==> config.mk <==
export PLATFORM = sky130hd
export DESIGN_NAME = pn_dac_tx
export DESIGN_NICKNAME = d
export VERILOG_FILES = /design/src/rtl/pn_dac_tx.sv
export SDC_FILE = /design/constraint.sdc
export NUM_CORES = 1
export LEC_CHECK = 0
export CORE_ASPECT_RATIO = 2
export CORE_MARGIN = 2
export CORE_UTILIZATION = 59
export DETAILED_ROUTE_END_ITERATION = 8
export PLACE_DENSITY = 0.78
export SKIP_LAST_GASP = 1
export SLEW_MARGIN = 20
export SYNTH_ARGS = -nofsm -noshare
export SYNTH_HDL_FRONTEND = slang
export SYNTH_SLANG_ARGS = --single-unit
export TNS_END_PERCENT = 20
==> constraint.sdc <==
create_clock -name DacClk -period 4.7 [get_ports DacClk]
set_input_delay 1.175 -clock DacClk [delete_from_list [all_inputs] [get_ports DacClk]]
set_output_delay 1.175 -clock DacClk [all_outputs]
set_load 0.02 [all_outputs]
==> src/rtl/pn_dac_tx.sv <==
// pn_dac_tx: sample-pair FIFO feeding a two-stage round/saturate pipeline that
// drives offset-binary 14-bit codes to the RedPitaya DAC.
// Optional feature macro: PN_DAC_UNDERRUN_CNT_EN adds the OutUnderCnt port, a
// saturating count of underrun pulses.
module pn_dac_tx #(
  parameter int unsigned DTAWDTH   = 16,
  parameter int unsigned DEPTH     = 8,
  parameter int unsigned PRIME_LVL = 4
) (
  input  logic               DacClk,
  input  logic               DacRstn,
  input  logic               InEnable,
  input  logic [DTAWDTH-1:0] InDacA,
  input  logic [DTAWDTH-1:0] InDacB,
  input  logic               InValid,
  output logic               OutReady,
  output logic [13:0]        OutDacA,
  output logic [13:0]        OutDacB,
  output logic               OutUnderrun
`ifdef PN_DAC_UNDERRUN_CNT_EN
  ,
  output logic [15:0]        OutUnderCnt
`endif
);

  localparam int unsigned PTR_W  = $clog2(DEPTH);
  localparam int unsigned CNT_W  = $clog2(DEPTH + 1);
  localparam int unsigned PAIR_W = 2 * DTAWDTH;
  localparam int unsigned S_W    = DTAWDTH + 1;
  localparam int unsigned OUT_W  = 14;
  localparam logic [OUT_W-1:0] MIDSCALE = 14'h2000;

  typedef enum logic [1:0] {
    ST_IDLE  = 2'd0,
    ST_PRIME = 2'd1,
    ST_RUN   = 2'd2
  } state_e;

  state_e            state_q, state_d;
  logic [CNT_W-1:0]  count_q, count_d;
  logic [PTR_W-1:0]  wptr_q, rptr_q;
  logic [PAIR_W-1:0] mem [DEPTH];
  logic [PAIR_W-1:0] pop_q;
  logic [OUT_W-1:0]  fmt_a_q, fmt_b_q;
  logic              wr_c, pop_c, und_c;

  // Round half up at bit 1, keep the top 14 bits, clamp to signed 14-bit range.
  function automatic logic [OUT_W-1:0] fmt_code(input logic [DTAWDTH-1:0] x);
    logic [S_W-1:0] s;
    s = {x[DTAWDTH-1], x} + S_W'(2);
    if (s[S_W-1] != s[S_W-2]) begin
      fmt_code = s[S_W-1] ? {1'b1, {(OUT_W-1){1'b0}}} : {1'b0, {(OUT_W-1){1'b1}}};
    end else begin
      fmt_code = s[DTAWDTH-1 -: OUT_W];
    end
  endfunction

  assign OutReady = InEnable & (count_q < CNT_W'(DEPTH));
  assign wr_c     = InValid & OutReady;

  // State register.
  always_ff @(posedge DacClk or negedge DacRstn) begin
    if (!DacRstn) state_q <= ST_IDLE;
    else          state_q <= state_d;
  end

  // Next state, pop and underrun decisions.
  always_comb begin
    state_d = state_q;
    pop_c   = 1'b0;
    und_c   = 1'b0;
    if (!InEnable) begin
      state_d = ST_IDLE;
    end else begin
      case (state_q)
        ST_IDLE:  state_d = ST_PRIME;
        ST_PRIME: if (count_q >= CNT_W'(PRIME_LVL)) state_d = ST_RUN;
        ST_RUN: begin
          if (count_q == '0) begin
            state_d = ST_PRIME;
            und_c   = 1'b1;
          end else begin
            pop_c = 1'b1;
          end
        end
        default:  state_d = ST_IDLE;
      endcase
    end
  end

  // Fill level; a simultaneous write and pop leaves it unchanged.
  always_comb begin
    count_d = count_q;
    if (!InEnable)          count_d = '0;
    else if (wr_c && !pop_c) count_d = count_q + CNT_W'(1);
    else if (!wr_c && pop_c) count_d = count_q - CNT_W'(1);
  end

  // FIFO level and pointers, flushed whenever streaming is disabled.
  always_ff @(posedge DacClk or negedge DacRstn) begin
    if (!DacRstn) begin
      count_q <= '0;
      wptr_q  <= '0;
      rptr_q  <= '0;
    end else begin
      count_q <= count_d;
      if (!InEnable) begin
        wptr_q <= '0;
        rptr_q <= '0;
      end else begin
        if (wr_c)  wptr_q <= wptr_q + PTR_W'(1);
        if (pop_c) rptr_q <= rptr_q + PTR_W'(1);
      end
    end
  end

  // FIFO storage.
  always_ff @(posedge DacClk) begin
    if (wr_c) mem[wptr_q] <= {InDacA, InDacB};
  end

  // Pop -> format -> output pipeline; idle cycles carry a zero sample.
  always_ff @(posedge DacClk or negedge DacRstn) begin
    if (!DacRstn) begin
      pop_q   <= '0;
      fmt_a_q <= '0;
      fmt_b_q <= '0;
      OutDacA <= MIDSCALE;
      OutDacB <= MIDSCALE;
    end else if (!InEnable) begin
      pop_q   <= '0;
      fmt_a_q <= '0;
      fmt_b_q <= '0;
      OutDacA <= MIDSCALE;
      OutDacB <= MIDSCALE;
    end else begin
      pop_q   <= pop_c ? mem[rptr_q] : '0;
      fmt_a_q <= fmt_code(pop_q[PAIR_W-1 -: DTAWDTH]);
      fmt_b_q <= fmt_code(pop_q[DTAWDTH-1:0]);
      OutDacA <= {~fmt_a_q[OUT_W-1], fmt_a_q[OUT_W-2:0]};
      OutDacB <= {~fmt_b_q[OUT_W-1], fmt_b_q[OUT_W-2:0]};
    end
  end

  // One-cycle underrun pulse.
  always_ff @(posedge DacClk or negedge DacRstn) begin
    if (!DacRstn) OutUnderrun <= 1'b0;
    else          OutUnderrun <= und_c;
  end

`ifdef PN_DAC_UNDERRUN_CNT_EN
  // Saturating underrun counter, cleared only by reset.
  always_ff @(posedge DacClk or negedge DacRstn) begin
    if (!DacRstn)                        OutUnderCnt <= '0;
    else if (und_c && (OutUnderCnt != 16'hFFFF)) OutUnderCnt <= OutUnderCnt + 16'd1;
  end
`endif

endmodule

Word-level counts from Yosys, hierarchy flattened --
Memories as Yosys holds them, arrays and structs flattened. Cells that the tools add are included. W data, S select, Z words.
Word-level totals: flip-flop bits (word level) 101, memories kept 1, output and inout port bits 30, bits of input ports 36, bits in writable memories 256, word-level logic and storage cells 68
Memory list:
- mem | words 8, width 32, read ports 1, clocked after Yosys merged registers in 0, write ports 1, line 42 | logic [PAIR_W-1:0] mem [DEPTH];
Cells by class: reductions and logical operators 7, add/sub/neg operators 6, equality and inequality tests 9, muxes and demuxes 29, order comparisons 2, bitwise operators 4
Operators with widths (number):
- $mux W14 | 8
- $mux W32 | 2
- $add A16 B3 Y17 const B | 2
- $mux W3 | 4
- $mux W4 | 3
- $mux W1 | 8
- $add A3 B1 Y3 const B | 2
- $mux W2 | 3
- $ne A3 B3 Y1 const B | 2
- $pmux W2 S3 | 1
- $add A4 B1 Y4 const B | 1
- $ge A4 B3 Y1 const B | 1
- $logic_not A4 Y1 | 1
- $lt A4 B4 Y1 const B | 1
- $ne A2 B1 Y1 const B | 2
- $sub A4 B1 Y4 const B | 1
- $ne A3 B1 Y1 const B | 1
- $and A1 B1 Y1 | 2
- $eq A2 B1 Y1 const B | 1
- $eq A2 B2 Y1 const B | 1
- $logic_and A1 B1 Y1 | 2
- $logic_not A1 Y1 | 2
- $logic_not A2 Y1 | 1
- $ne A1 B1 Y1 | 2
- other kinds (2) | 3

Logic depth before layout (Yosys ltp) --
Gate-level depths: netlist of run 1.
depth in word-level cells 8, mapped depth 9, depth with buffers taken out 8

Worst setup path before layout of run 1 --
No wires, ideal clock.
path kind in2reg, start point in InEnable, end point mem mem[0][10] (netlist name), enable pin, stages on the path 4, data required time 4.245 ns, data arrival time 3.935 ns, slack 0.310 ns, buffers on the path 0, setup time 0.455 ns, cells stage by stage nor2b_1 and2_1 nand2b_1 nor3_1
On the way: longest elaborated chain between the ends 4
Ends and longest elaborated chain:
- start: declaration | line 12 | input logic InEnable,
- $and A1 B1 Y1 | line 58 | assign OutReady = InEnable & (count_q < CNT_W'(DEPTH));
- $and A1 B1 Y1 | line 59 | assign wr_c = InValid & OutReady;
- $mux W1 | line 119 | if (wr_c) mem[wptr_q] <= {InDacA, InDacB};
- $mux W1 (not written as such) | line 119
- end: declaration | line 42
Every way passes these cells.

Worst setup path after layout of run 1 --
start point in InEnable, end point out OutReady
On the way: longest elaborated chain between the ends 1
Ends and longest elaborated chain:
- $and A1 B1 Y1 | line 58
- end: declaration | line 16 | output logic OutReady,
Every way passes these cells.

==> results of run 1 <==
[through the flow]
step | setup slack, ns | util [%] | power (µW)
after floorplan | 0.310 | - | 3770
after global routing | 1.06 | 68.5 | 6260
after global placement | 1.12 | 64.5 | 3920
after detailed placement | 1.09 | 64.5 | 3960
final | 1.08 | 68.5 | 6050
after CTS | 1.08 | 68.4 | 6090
[per-layer routing]
layer / up-vias / share of wire [%] / global-route usage (%)
li1: 2876 / - / -
met1: 3290 / 37 / 24.6
met2: 185 / 56 / 38.8
met3: 44 / 4.1 / 2.80
met4: 0 / 2.9 / 8.44
met5: - / 0 / 0
[synthesized netlist by cell type (2+ instances only)]
| library cell | number | area (µm²) |
|---|---|---|
| edfxtp_1 | 240 | 7210 |
| dfrtp_1 | 97 | 2430 |
| mux4_2 | 60 | 1350 |
| nor2_1 | 45 | 169 |
| a21oi_1 | 36 | 180 |
| mux2i_1 | 31 | 310 |
| and2_1 | 27 | 169 |
| clkbuf_1 | 23 | 86.3 |
| nand2_1 | 17 | 63.8 |
| xnor2_1 | 17 | 149 |
| nand3_1 | 15 | 75.1 |
| nor3_1 | 13 | 65.1 |
| inv_1 | 12 | 45.0 |
| xor2_1 | 8 | 70.1 |
| buf_2 | 7 | 35.0 |
| o21ai_0 | 7 | 35.0 |
| ha_1 | 6 | 75.1 |
| and3_1 | 5 | 31.3 |
| and4_1 | 4 | 35.0 |
| nand2b_1 | 4 | 25.0 |
| nand4_1 | 3 | 18.8 |
| nor2b_1 | 3 | 18.8 |
| nor4_1 | 3 | 18.8 |
| a31o_2 | 2 | 17.5 |
| dfstp_2 | 2 | 52.6 |
| o31ai_1 | 2 | 15.0 |
| or3_4 | 2 | 22.5 |
| or4_1 | 2 | 15.0 |
[cell type report]
cell class	instances	share of cell area, %
diodes	1	0.0169
multi-input cells	328	21.1
repair buffers	78	5.14
clock inverters	3	0.127
clock buffers	46	5.52
well taps	273	2.31
flip-flops and latches	339	65.5
inverters	12	0.304
[sequential cells by signal, summed over array words and instances (netlist names)]
register,cells
mem,240
pop_q,30
OutDacA,14
OutDacB,14
fmt_a_q,14
fmt_b_q,14
count_q,4
rptr_q,3
wptr_q,3
state_q,2
OutUnderrun,1
[cell families (layout without fill, tap and decap cells)]
| logic type | after synthesis | count (layout) | share of synthesized area (%) |
|---|---|---|---|
| XOR/XNOR | 25 | 25 | 1.69 |
| AND/OR/NAND/NOR | 149 | 149 | 6.10 |
| multiplexers | 91 | 91 | 12.8 |
| AO/OA/AOI/OAI | 56 | 56 | 2.47 |
| other | 0 | 1 | 0 |
| adder cells (fa/ha/maj) | 7 | 7 | 0.734 |
| buffers and inverters | 44 | 139 | 1.40 |
| flip-flops | 339 | 339 | 74.8 |
[power by group through the flow]
stage	Combinational, µW	Clock (µW)	Sequential (µW)
after floorplan	341	0	3430
after global placement	458	0	3460
after detailed placement	486	0	3480
after CTS	491	2190	3410
after global routing	562	2290	3410
final	510	2140	3390
[worst max-delay path: stages]
cell and delay [ns]:
clkdlybuf4s50_1 0.47, nor2b_1 0.17, clkdlybuf4s50_1 0.63
[how the worst max path moves through the flow]
stage,startpoint,to,slack (ns),depth (start not counted)
after global placement,InEnable,OutReady,1.12,3
after floorplan,InEnable,mem[0][10],0.31,4
after detailed placement,InEnable,OutReady,1.09,3
after CTS,InEnable,OutReady,1.08,3
after global routing,InEnable,OutReady,1.06,3
final,InEnable,OutReady,1.08,3
==> impl_metrics.yaml, run 1 <==
power:
  power_frac_comb_pct: 8.4
  switchingPower_uw: 1310
  pwr-share-seq_pct: 56.1
  switching_share_pct: 21.7
  leakagePower_uw: 0.00511
  p_int_uw: 4740
  clkPwrFrac_pct: 35.5
  powerDensity_mw_per_mm2: 409
  irDropWorstVdd_mv: 0.369
finish:
  regArea_mm2: 0.00969
  fin_cells: 1080
  design_area_mm2: 0.0148
  syn_to_final_growth_pct: 14.2
  final_common_cell: "edfxtp_1"
  most-common-layout-cells: "edfxtp_1 (240), dfrtp_1 (95), clkdlybuf4s50_1 (62), mux4_2 (60), nor2_1 (39)"
  nFillCells: 1417
  final_net_count: 829
  multi_input_area_mm2: 0.00312
  drive_gt1_share_pct: 17.1
floorplan:
  ios: 66
  rows: 76
  dieArea_mm2: 0.0232
  design.core.area_mm2: 0.0216
  fp.dieW_um: 109
  start_util_pct: 60.0
  die_h_um: 214
drt:
  first_iter_violations: 415
  via_per_inst: 5.92
  wl_per_cell_um: 21.5
  ant_nets: 0
  drc: 0
  drt_pass1_iterations: 5
  totalWireLength_mm: 23.2
  route.vias.total: 6395
global_routing:
  grt_usage_pct: 21.1
  grt_pass1_wl_mm: 36.3
  grt_max_degree: 59
  grt_pass1_vias: 6745
  overflow: 0
  grt_antenna_before_repair: 1
hold_path:
  hp-class: "flip-flop to flip-flop"
  hp-start: "fmt_a_q[13]"
  hold-path-cell-count: 1
  hold_end: "OutDacA[13]"
logic_synthesis:
  ys_ff_latch: 339
  synth_edf_count: 240
  yosysUniqueCellTypes: 46
  syn-num-nets: 754
  synth-main-ff-cell: "edfxtp_1"
  syn_avg_cell_area_um2: 18.2
  yosys_warnings: 0
  ys_async_sr_fraction_pct: 29.2
  synth_area_mm2: 0.0130
  ys_seq_area_share_pct: 74.8
  syn-instance-count: 711
placement:
  place_area_mm2: 0.0139
  place_inst: 1029
  place_hpwl_mm: 13.8
  gp_congestion: 0.886
  port_buffers: 63
clock_tree:
  clock_latency_ns: 0.54
  clk_pin_slew_ns: 0.06
  cts_tree: "yes"
  cts_buffers: 27
  htreeDepth: 1
  clock-sinks: 339
  post_cts_buffers: 0
  cts_root_buf: "clkbuf_16"
  postCtsResizedCells: 0
  cts_buffer_depth: 3
  hold_buffers: 0
critical_path:
  required_ns: 3.52
  r2r_slack_ns: 2.11
  r2r-start: "count_q[1]"
  start_kind: "input pin"
  cp.arrival_ns: 2.44
  regToRegEndpoint: "count_q[3]"
  endpoint_kind: "primary output"
  r2r_cells: 8
  critPathMaxFanout: 2
  crit_type: "input pin to primary output"
timing:
  min_period_ns: 3.62
  setup_viol: 0
  tns_ns: 0
  slew_viol_final: 0
  tightest_slew_ns: 0.745
  clock_skew_ns: 0.00873
  max_freq_mhz: 276
  rsz0062_at_grt: "false"
  finalHoldViolations: 0
  whs_ns: 0.367
  relSlewSlack_pct: 50.0
  timing.final.crit_share_pct: 77.0
run:
  drv_cap: 0
outcome:
  outcome: "completed"
Power figures use the tool's default switching activity.
==> run 2, diff against run 1 <==
==> constraint.sdc (replaced) <==
create_clock -name DacClk -period 3.5 [get_ports DacClk]
set_input_delay 0.875 -clock DacClk [delete_from_list [all_inputs] [get_ports DacClk]]
set_output_delay 0.875 -clock DacClk [all_outputs]
set_load 0.02 [all_outputs]
==> run 2 against run 1 <==
  * Clock-buffer cell count fell by 3
  * Clock skew is 0.0015 ns higher
  * Register-to-register slack got worse by 1.2 ns
  * Final cell count about the same
==> impl_metrics.yaml, run 2 (synthesis gave the netlist of run 1 again) <==
outcome:
  outcome: "completed"
clock_tree:
  hold_buffers: 0
  clock_latency_ns: 0.54
  clk_pin_slew_ns: 0.06
  cts_root_buf: "clkbuf_16"
  postCtsResizedCells: 0
  post_cts_buffers: 0
  cts_tree: "yes"
  htreeDepth: 1
  cts_buffers: 27
  cts_buffer_depth: 3
  clock-sinks: 339
timing:
  max_freq_mhz: 334
  whs_ns: 0.352
  rsz0062_at_grt: "false"
  min_period_ns: 3.00
  tightest_slew_ns: 0.761
  slew_viol_final: 0
  clock_skew_ns: 0.0102
  timing.final.crit_share_pct: 85.6
  finalHoldViolations: 0
  setup_viol: 0
  relSlewSlack_pct: 49.3
hold_path:
  hp-class: "input pin to asynchronous set/reset pin"
global_routing:
  grt_antenna_before_repair: 0
  grt_pass1_vias: 6706
  grt_pass1_wl_mm: 36.1
  grt_usage_pct: 20.9
  overflow: 0
  grt_max_degree: 88
critical_path:
  path_cells: "clkdlybuf4s50_1 -> nor2b_1 -> clkdlybuf4s50_1"
  critPathBufInv: 2
  cp_common_cell: "clkdlybuf4s50_1"
  regToRegEndpoint: "count_q[3]"
  r2r_slack_ns: 0.93
  critPathMaxStageDelay_ns: 0.62
  crit_type: "input pin to primary output"
  r2r-start: "count_q[3]"
  cpMaxStageDelayCell: "clkdlybuf4s50_1"
  endpoint: "OutReady"
  cp.arrival_ns: 2.12
  critPathMaxFanout: 2
  cp-startpoint: "InEnable"
  endpoint_kind: "primary output"
  path_depth: 3
  r2r_cells: 8
  cp_top_family: "buffers and inverters"
  required_ns: 2.62
  start_kind: "input pin"
floorplan:
  fp.dieW_um: 109
  dieArea_mm2: 0.0232
  ios: 66
  rows: 76
  die_h_um: 214
  start_util_pct: 60.0
  design.core.area_mm2: 0.0216
finish:
  n_antenna_cell: 0
  largest_reg_flops: 240
  top_regs: "mem: 240 flops, pop_q: 30 flops"
  syn_to_final_growth_pct: 15.5
  fin_cells: 1081
  final_common_cell: "edfxtp_1"
  most-common-layout-cells: "edfxtp_1 (240), dfrtp_1 (95), clkdlybuf4s50_1 (62), mux4_2 (60), nor2_1 (39)"
  top_register: "mem"
  drive_gt1_share_pct: 17.0
  final_net_count: 830
power:
  switchingPower_uw: 1750
  power_frac_comb_pct: 8.3
  irDropWorstVdd_mv: 0.494
  switching_share_pct: 21.3
  p_int_uw: 6450
  powerDensity_mw_per_mm2: 548
  pwr-share-seq_pct: 55.6
  leakagePower_uw: 0.00516
  clkPwrFrac_pct: 36.1
drt:
  ant_nets: 0
  wl_per_cell_um: 21.1
  totalWireLength_mm: 22.8
  first_iter_violations: 479
  drt_pass1_iterations: 4
  route.vias.total: 6369
  drc: 0
  via_per_inst: 5.89
placement:
  place_hpwl_mm: 13.2
  place_inst: 1031
  gp_congestion: 0.857
  port_buffers: 63
run:
  drv_cap: 0
[run 2: final cells by class]
| type | instances | area, µm² |
|---|---|---|
| Clock inverter | 7 | 36.3 |
| Tap cell | 273 | 342 |
| Clock buffer | 43 | 851 |
| Timing Repair Buffer | 79 | 877 |
| Sequential cell | 339 | 9690 |
| Fill cell | 1365 | 6630 |
| Inverter | 12 | 45.0 |
| Multi-Input combinational cell | 328 | 3120 |
[run 2: worst min path at each step]
stage,start,end
floorplan,fmt_a_q[13],OutDacA[13]
global placement,fmt_b_q[13],OutDacB[13]
detailed placement,fmt_a_q[13],OutDacA[13]
CTS,fmt_a_q[13],OutDacA[13]
global route,fmt_a_q[13],OutDacA[13]
finish,DacRstn,OutDacA[9]
[run 2: routing by layer]
layer  global-route usage [%]  vias to the layer above  routed length, µm
li1                         -                     2886                  -
met1                     25.6                     3276               8620
met2                     38.2                      177              12800
met3                     2.37                       30                918
met4                     6.90                        0                430
met5                        0                        -                  0
[run 2: power groups by stage]
stage	Sequential, µW	Combinational (µW)	Clock (µW)
after floorplan	4600	459	0
after global placement	4630	658	0
after detailed placement	4640	687	0
after CTS	4560	693	3030
after global routing	4580	751	3180
final	4560	680	2960
[run 2: worst reg2reg max path: stages (launching register included)]
cell     delay [ns]
dfrtp_1        0.46
or4_1          0.61
nand2_1        0.22
nand2_1        0.13
ha_1           0.30
a21o_1         0.18
a21oi_1        0.19
nor4b_1        0.27
o31a_1         0.15
[run 2: metrics by stage]
stage	setup TNS [ns]	power, µW	setup WS [ns]	utilization [%]	instance area (µm²)
2_1_floorplan	-17.61	5060	-0.587	-	13000
3_3_place_gp	0	5290	0.513	65.2	14100
3_5_place_dp	0	5330	0.499	65.2	14100
4_1_cts	0	8290	0.490	69.3	15000
5_1_grt	0	8510	0.424	69.3	15000
6_report	0	8200	0.504	69.3	15000
==> run 3, diff against run 2 <==
--- a/config.mk
+++ b/config.mk
@@ -9,6 +9,7 @@
 export CORE_MARGIN = 2
 export CORE_UTILIZATION = 59
 export DETAILED_ROUTE_END_ITERATION = 8
+export GPL_ROUTABILITY_DRIVEN = 0
 export PLACE_DENSITY = 0.78
 export SKIP_LAST_GASP = 1
 export SLEW_MARGIN = 20
==> results of run 3 <==
Same layout as run 2: the final DEF is identical, and so are final timing and power.
